$ cat src/rtl/muldiv_pkg.sv
// muldiv_pkg: shared definitions for the multi-cycle multiply/divide unit.
//   MD_WIDTH  - default operand width
//   MD_CNT_W  - iteration counter width for the default operand width
//   md_op_e   - operation select (MULTU / DIVU)
//   md_state_e- control FSM states (IDLE / RUN / FIN)
package muldiv_pkg;

  localparam int MD_WIDTH = 32;
  localparam int MD_CNT_W = $clog2(MD_WIDTH);

  typedef enum logic {
    OP_MULTU = 1'b0,
    OP_DIVU  = 1'b1
  } md_op_e;

  typedef enum logic [1:0] {
    IDLE = 2'd0,
    RUN  = 2'd1,
    FIN  = 2'd2
  } md_state_e;

endpackage

$ cat src/rtl/muldiv_if.sv
// muldiv_if: request/result bundle between the EX stage and the muldiv unit.
//   start/op/in1/in2   - request (driven by master)
//   busy/done          - handshake status (driven by slave)
//   hi/lo/divzero      - result registers (driven by slave)
interface muldiv_if
  import muldiv_pkg::*;
#(
  parameter int WIDTH = MD_WIDTH
) ();

  logic             start;
  logic             op;
  logic [WIDTH-1:0] in1;
  logic [WIDTH-1:0] in2;
  logic             busy;
  logic             done;
  logic [WIDTH-1:0] hi;
  logic [WIDTH-1:0] lo;
  logic             divzero;

  modport master (
    output start, op, in1, in2,
    input  busy, done, hi, lo, divzero
  );

  modport slave (
    input  start, op, in1, in2,
    output busy, done, hi, lo, divzero
  );

endinterface

$ cat src/rtl/muldiv_step.sv
// muldiv_step: one combinational iteration of the shift-add multiplier or
// the restoring divider.
//   op       - OP_MULTU / OP_DIVU
//   acc      - accumulator (MULTU) or partial remainder (DIVU), WIDTH+1 bits
//   sr       - multiplier (MULTU) or dividend/quotient (DIVU) shift register
//   opnd     - multiplicand (MULTU) or divisor (DIVU)
//   acc_nxt  - next accumulator / remainder
//   sr_nxt   - next shift register
module muldiv_step
  import muldiv_pkg::*;
#(
  parameter int WIDTH = MD_WIDTH
) (
  input  md_op_e           op,
  input  logic [WIDTH:0]   acc,
  input  logic [WIDTH-1:0] sr,
  input  logic [WIDTH-1:0] opnd,
  output logic [WIDTH:0]   acc_nxt,
  output logic [WIDTH-1:0] sr_nxt
);

  logic [WIDTH:0] sum_s;
  logic [WIDTH:0] shl_s;

  // Single iteration of the selected algorithm.
  always_comb begin
    acc_nxt = {(WIDTH+1){1'b0}};
    sr_nxt  = {WIDTH{1'b0}};
    sum_s   = {(WIDTH+1){1'b0}};
    shl_s   = {(WIDTH+1){1'b0}};
    case (op)
      OP_MULTU: begin
        // The extra accumulator bit keeps the carry so the right shift
        // brings it back into the upper half of the product.
        if (sr[0]) begin
          sum_s = acc + {1'b0, opnd};
        end else begin
          sum_s = acc;
        end
        {acc_nxt, sr_nxt} = {sum_s, sr} >> 1;
      end
      OP_DIVU: begin
        // Shift the next dividend bit into the remainder; the quotient
        // bit fills the slot vacated at the bottom of the shift register.
        shl_s = {acc[WIDTH-1:0], sr[WIDTH-1]};
        if (shl_s >= {1'b0, opnd}) begin
          acc_nxt = shl_s - {1'b0, opnd};
          sr_nxt  = {sr[WIDTH-2:0], 1'b1};
        end else begin
          acc_nxt = shl_s;
          sr_nxt  = {sr[WIDTH-2:0], 1'b0};
        end
      end
      default: begin
        acc_nxt = acc;
        sr_nxt  = sr;
      end
    endcase
  end

endmodule

$ cat src/rtl/muldiv_unit.sv
// muldiv_unit: iterative unsigned MULTU / DIVU with HI/LO result registers.
//   clk  - clock, rising edge
//   rst  - asynchronous active-high reset
//   bus  - muldiv_if.slave: start/op/in1/in2 request, busy/done status,
//          hi/lo/divzero results
// A request is accepted in IDLE or FIN; a normal op spends WIDTH cycles in
// RUN, divide-by-zero skips RUN and completes on the accepting edge.
module muldiv_unit
  import muldiv_pkg::*;
#(
  parameter int WIDTH = MD_WIDTH
) (
  input  logic     clk,
  input  logic     rst,
  muldiv_if.slave  bus
);

  localparam int CW = $clog2(WIDTH);

  md_state_e        state_r;
  md_state_e        state_nxt_s;
  logic [CW-1:0]    cnt_r;
  logic [WIDTH:0]   acc_r;
  logic [WIDTH-1:0] sr_r;
  logic [WIDTH-1:0] opnd_r;
  md_op_e           op_r;
  logic [WIDTH-1:0] hi_r;
  logic [WIDTH-1:0] lo_r;
  logic             divzero_r;

  logic [WIDTH:0]   acc_nxt_s;
  logic [WIDTH-1:0] sr_nxt_s;
  logic             accept_s;
  logic             divzero_s;
  logic             last_s;

  muldiv_step #(.WIDTH(WIDTH)) u_step (
    .op      (op_r),
    .acc     (acc_r),
    .sr      (sr_r),
    .opnd    (opnd_r),
    .acc_nxt (acc_nxt_s),
    .sr_nxt  (sr_nxt_s)
  );

  // Request acceptance and completion decode.
  always_comb begin
    accept_s  = bus.start && ((state_r == IDLE) || (state_r == FIN));
    divzero_s = accept_s && (bus.op == 1'b1) && (bus.in2 == {WIDTH{1'b0}});
    last_s    = (state_r == RUN) && (cnt_r == CW'(WIDTH - 1));
  end

  // Next-state logic.
  always_comb begin
    state_nxt_s = state_r;
    case (state_r)
      IDLE, FIN: begin
        if (accept_s) begin
          state_nxt_s = divzero_s ? FIN : RUN;
        end else begin
          state_nxt_s = IDLE;
        end
      end
      RUN: begin
        if (last_s) begin
          state_nxt_s = FIN;
        end else begin
          state_nxt_s = RUN;
        end
      end
      default: state_nxt_s = IDLE;
    endcase
  end

  // State register.
  always_ff @(posedge clk or posedge rst) begin
    if (rst) begin
      state_r <= IDLE;
    end else begin
      state_r <= state_nxt_s;
    end
  end

  // Operand capture and iteration datapath.
  always_ff @(posedge clk or posedge rst) begin
    if (rst) begin
      cnt_r  <= {CW{1'b0}};
      acc_r  <= {(WIDTH+1){1'b0}};
      sr_r   <= {WIDTH{1'b0}};
      opnd_r <= {WIDTH{1'b0}};
      op_r   <= OP_MULTU;
    end else if (accept_s) begin
      cnt_r <= {CW{1'b0}};
      acc_r <= {(WIDTH+1){1'b0}};
      op_r  <= md_op_e'(bus.op);
      if (bus.op == 1'b1) begin
        sr_r   <= bus.in1;
        opnd_r <= bus.in2;
      end else begin
        sr_r   <= bus.in2;
        opnd_r <= bus.in1;
      end
    end else if (state_r == RUN) begin
      cnt_r <= cnt_r + CW'(1);
      acc_r <= acc_nxt_s;
      sr_r  <= sr_nxt_s;
    end
  end

  // Result registers: written only on a completion edge.
  always_ff @(posedge clk or posedge rst) begin
    if (rst) begin
      hi_r      <= {WIDTH{1'b0}};
      lo_r      <= {WIDTH{1'b0}};
      divzero_r <= 1'b0;
    end else if (divzero_s) begin
      hi_r      <= bus.in1;
      lo_r      <= {WIDTH{1'b1}};
      divzero_r <= 1'b1;
    end else if (last_s) begin
      // Both algorithms leave the high word in acc and the low word in sr.
      hi_r      <= acc_nxt_s[WIDTH-1:0];
      lo_r      <= sr_nxt_s;
      divzero_r <= 1'b0;
    end
  end

  assign bus.busy    = (state_r == RUN);
  assign bus.done    = (state_r == FIN);
  assign bus.hi      = hi_r;
  assign bus.lo      = lo_r;
  assign bus.divzero = divzero_r;

endmodule
$ cat src/flat_wrapper.sv
// flat-port wrapper written by rule: the top's interface ports become plain ports
module muldiv_unit_flat import muldiv_pkg::*;
#(
  parameter int WIDTH = MD_WIDTH
)
  (clk, rst, bus_start, bus_op, bus_in1, bus_in2, bus_busy, bus_done, bus_hi, bus_lo, bus_divzero);
  muldiv_if #(.WIDTH(WIDTH)) bus_i ();
  input  logic clk;
  input  logic rst;
  input wire logic [$bits(bus_i.start)-1:0] bus_start;
  input wire logic [$bits(bus_i.op)-1:0] bus_op;
  input wire logic [$bits(bus_i.in1)-1:0] bus_in1;
  input wire logic [$bits(bus_i.in2)-1:0] bus_in2;
  output wire logic [$bits(bus_i.busy)-1:0] bus_busy;
  output wire logic [$bits(bus_i.done)-1:0] bus_done;
  output wire logic [$bits(bus_i.hi)-1:0] bus_hi;
  output wire logic [$bits(bus_i.lo)-1:0] bus_lo;
  output wire logic [$bits(bus_i.divzero)-1:0] bus_divzero;
  assign bus_i.start = bus_start;
  assign bus_i.op = bus_op;
  assign bus_i.in1 = bus_in1;
  assign bus_i.in2 = bus_in2;
  assign bus_busy = bus_i.busy;
  assign bus_done = bus_i.done;
  assign bus_hi = bus_i.hi;
  assign bus_lo = bus_i.lo;
  assign bus_divzero = bus_i.divzero;
  muldiv_unit #(.WIDTH(WIDTH)) u_core (.clk(clk), .rst(rst), .bus(bus_i));
endmodule
$ cat config.mk
export PLATFORM = sky130hd
export DESIGN_NAME = muldiv_unit_flat
export DESIGN_NICKNAME = d
export VERILOG_FILES = /design/src/rtl/muldiv_pkg.sv /design/src/rtl/muldiv_if.sv /design/src/rtl/muldiv_step.sv /design/src/rtl/muldiv_unit.sv /design/src/flat_wrapper.sv
export SDC_FILE = /design/constraint.sdc
export NUM_CORES = 1
export LEC_CHECK = 0
export CORE_AREA = 2 2 168 170
export DETAILED_ROUTE_END_ITERATION = 10
export DIE_AREA = 0 0 170 172
export HOLD_SLACK_MARGIN = 0.1
export PLACE_DENSITY = 0.68
export SETUP_SLACK_MARGIN = 0.02
export SYNTH_ARGS = -nofsm -noshare
export SYNTH_HDL_FRONTEND = slang
export SYNTH_SLANG_ARGS = --single-unit
$ cat constraint.sdc
create_clock -name clk -period 7.9 [get_ports clk]
set_input_delay 1.975 -clock clk [delete_from_list [all_inputs] [get_ports clk]]
set_output_delay 1.975 -clock clk [all_outputs]
set_load 0.02 [all_outputs]
==> reports/qor.yml <==
run_status:
  outcome: "finished clean"
clocking:
  clk-insertion-delay-late_ns: 0.44
  htree_levels: 4
  cts_root_buf: "clkbuf_16"
  cts_setup_buffers: 0
  clk_pin_slew_ns: 0.06
  cts_made_buffers: 17
  cts_max_path_buffers: 2
  ctsResizeCount: 0
  clock-sinks: 170
  cts_tree: "yes"
  hold_buffers: 0
detailed_routing:
  routed_wl_mm: 38.7
  drt-initial-drc-count: 1011
  antenna_left: 0
  wl_per_cell_um: 21.0
  drc: 0
  num_vias: 11400
  routed_via_density: 6.16
  firstDrtPassIters: 6
sta:
  finalHoldViolCount: 0
  post-route-min-period_ns: 5.03
  tns_ns: 0
  rsz0062_at_grt: "false"
  slew_headroom_pct: 24.1
  post-route-period-util_pct: 63.7
  fmax_mhz: 199
  tightest_slew_ns: 1.13
  setup_viol: 0
  fin_skew_ns: 0.0137
  drv_slew: 0
synthesis:
  synth_seq_cells: 170
  syn_area_mm2: 0.0122
  async_flop_share_pct: 100
  postSynthCellCount: 1416
  avgSynthCellArea_um2: 8.64
  ys_types: 80
  synthFlopType: "dfrtp_1"
  syn-num-nets: 1552
  yosysSeqAreaShare_pct: 34.8
  synth_edf_count: 0
  ys_warn_count: 0
global_route:
  grt_max_degree: 89
  overflow: 0
  grtUsageTotal_pct: 27.2
  antenna_found_initial: 0
  grt_pass1_wl_mm: 62.1
  first_global_vias: 11100
setup_path:
  worstSetupEndpointType: "flop"
  critPathMaxFanout: 42
  critPathRequiredTime_ns: 8.22
  crit_buf_inv: 3
  regToRegStartpoint: "u_core.opnd_r[28]$_DFFE_PP0P_"
  crit_family: "simple AND/OR/NAND/NOR gates"
  worstPathArrival_ns: 5.35
  startpoint: "bus_in2[28]"
  cp_common_cell: "buf_4"
  cpPeakStageDelay_ns: 0.93
  cp_slowest_cell: "nor4b_1"
  worstSetupPathType: "primary input to flop"
  start_kind: "primary input"
  path_cells: "clkdlybuf4s50_1 > nor4b_1 > nand4_1 > nor3_2 > buf_4 > nor2_2 > buf_4 > a22o_1 > a31o_2"
hold_path:
  min_path_type: "flop to flop"
  min_from: "u_core.bus.divzero$_DFFE_PP0P_"
finish:
  area_growth_pct: 17.3
  fillCellCount: 2555
  multi_input_area_mm2: 0.00738
  final_nets: 1625
  n_antenna_cell: 0
  final_layout_size_suffix_gt1_share_pct: 5.33
  register_area_mm2: 0.00426
floorplan:
  die_h_um: 172
  start_util_pct: 44.5
  num_rows: 61
  design.die.area_mm2: 0.0292
  ios: 135
  core_mm2: 0.0275
  die-width_um: 170
place:
  gp_congestion: 0.917
  dp_hpwl_mm: 28.0
  portBuffers: 134
flow_run:
  drv_cap: 0
## path summary, 6_finish.rpt
path	depth (start not counted)	endpoint	slack [ns]
setup reg to reg	11	u_core.acc_r[28]$_DFFE_PP0P_	3.83
setup / recovery	9	u_core.bus.hi[9]$_DFFE_PP0P_	2.87
hold reg to reg	1	u_core.bus.divzero$_DFFE_PP0P_	0.48
hold / removal	1	u_core.bus.divzero$_DFFE_PP0P_	0.48
min in group asynchronous	2	u_core.sr_r[3]$_DFFE_PP0P_	1.82
max in group asynchronous	3	u_core.op_r$_DFFE_PP0P_	4.71
## final cells by class
class | instances | area share, %
multi-input combinational | 1093 | 51.5
sequential | 170 | 29.7
timing repair buffer | 148 | 10.1
clock buffer | 22 | 3.38
tap | 346 | 3.02
inverter | 59 | 1.58
clock inverter | 10 | 0.785
## stage by stage
stage	cell area, um^2	hold WS [ns]	setup slack, ns	util (%)	cells
finish	14300	0.480	2.87	52.2	1848
global route	14300	0.507	2.84	52.2	1848
CTS	14300	0.486	3.04	52.2	1848
detailed placement	13700	0.471	2.59	50.0	1816
global placement	13700	0.462	2.65	50.0	1816
floorplan	12200	0.449	1.32	-	1416
## layout by cell type, fill, tap and decap left out, drive strengths merged, types with 21 or more instances in the layout
master,count
ha,66
a211oi,23
clkdlybuf4s50,133
inv,61
a21o,43
clkbuf,22
xor2,21
dfrtp,170
xnor2,29
a22o,44
a21oi,81
a31oi,26
nor2,49
mux2i,100
o21ai,203
nand3,24
nand2,174
o211ai,37
## cells by family after synthesis
kind of cell	after synthesis	synth area share, %
compound gates	542	28.7
xor+xnor	50	3.58
fa+ha+maj	68	7.08
buf+inv	153	5.01
flops	170	34.8
mux	102	8.37
simple gates	331	12.5
## Yosys cell counts (all sizes together), types with 8 or more instances
cell type | number | share of area [%]
a21o | 43 | 2.6
a22o | 44 | 3.2
nand2 | 174 | 5.3
nor4 | 8 | 0.58
a22oi | 11 | 0.68
dfrtp | 170 | 35
nor3 | 12 | 0.49
inv | 59 | 1.8
a211oi | 23 | 1.5
ha | 66 | 6.8
xnor2 | 29 | 2.1
nand4 | 9 | 0.46
nand3 | 24 | 0.98
buf | 18 | 0.87
o21ai | 203 | 8.3
o211ai | 37 | 2.3
xor2 | 21 | 1.5
nor2b | 15 | 0.77
a31oi | 26 | 1.3
o21bai | 12 | 0.77
a21oi | 81 | 3.5
nor2 | 49 | 1.5
clkbuf | 76 | 2.3
mux2i | 100 | 8.2
## layer usage
layer,GRT usage (%),wire (um),vias to the layer above
met3,3.98,2330,73
met4,11.4,1530,0
met5,0,0,-
li1,-,-,5369
met2,42.7,17500,430
met1,37.8,17300,5505
## state kept, by name, indices dropped and copies added, names as in the netlist
name and cells:
u_core.state_r 2, u_core.bus.divzero 1, u_core.sr_r 32, u_core.cnt_r 5
u_core.bus.lo 32, u_core.opnd_r 32, u_core.acc_r 33, u_core.bus.hi 32
u_core.op_r 1
Power is left out: the tool's default activity adds up to more than one toggle a clock period on the data nets, which glitch-free logic cannot reach.
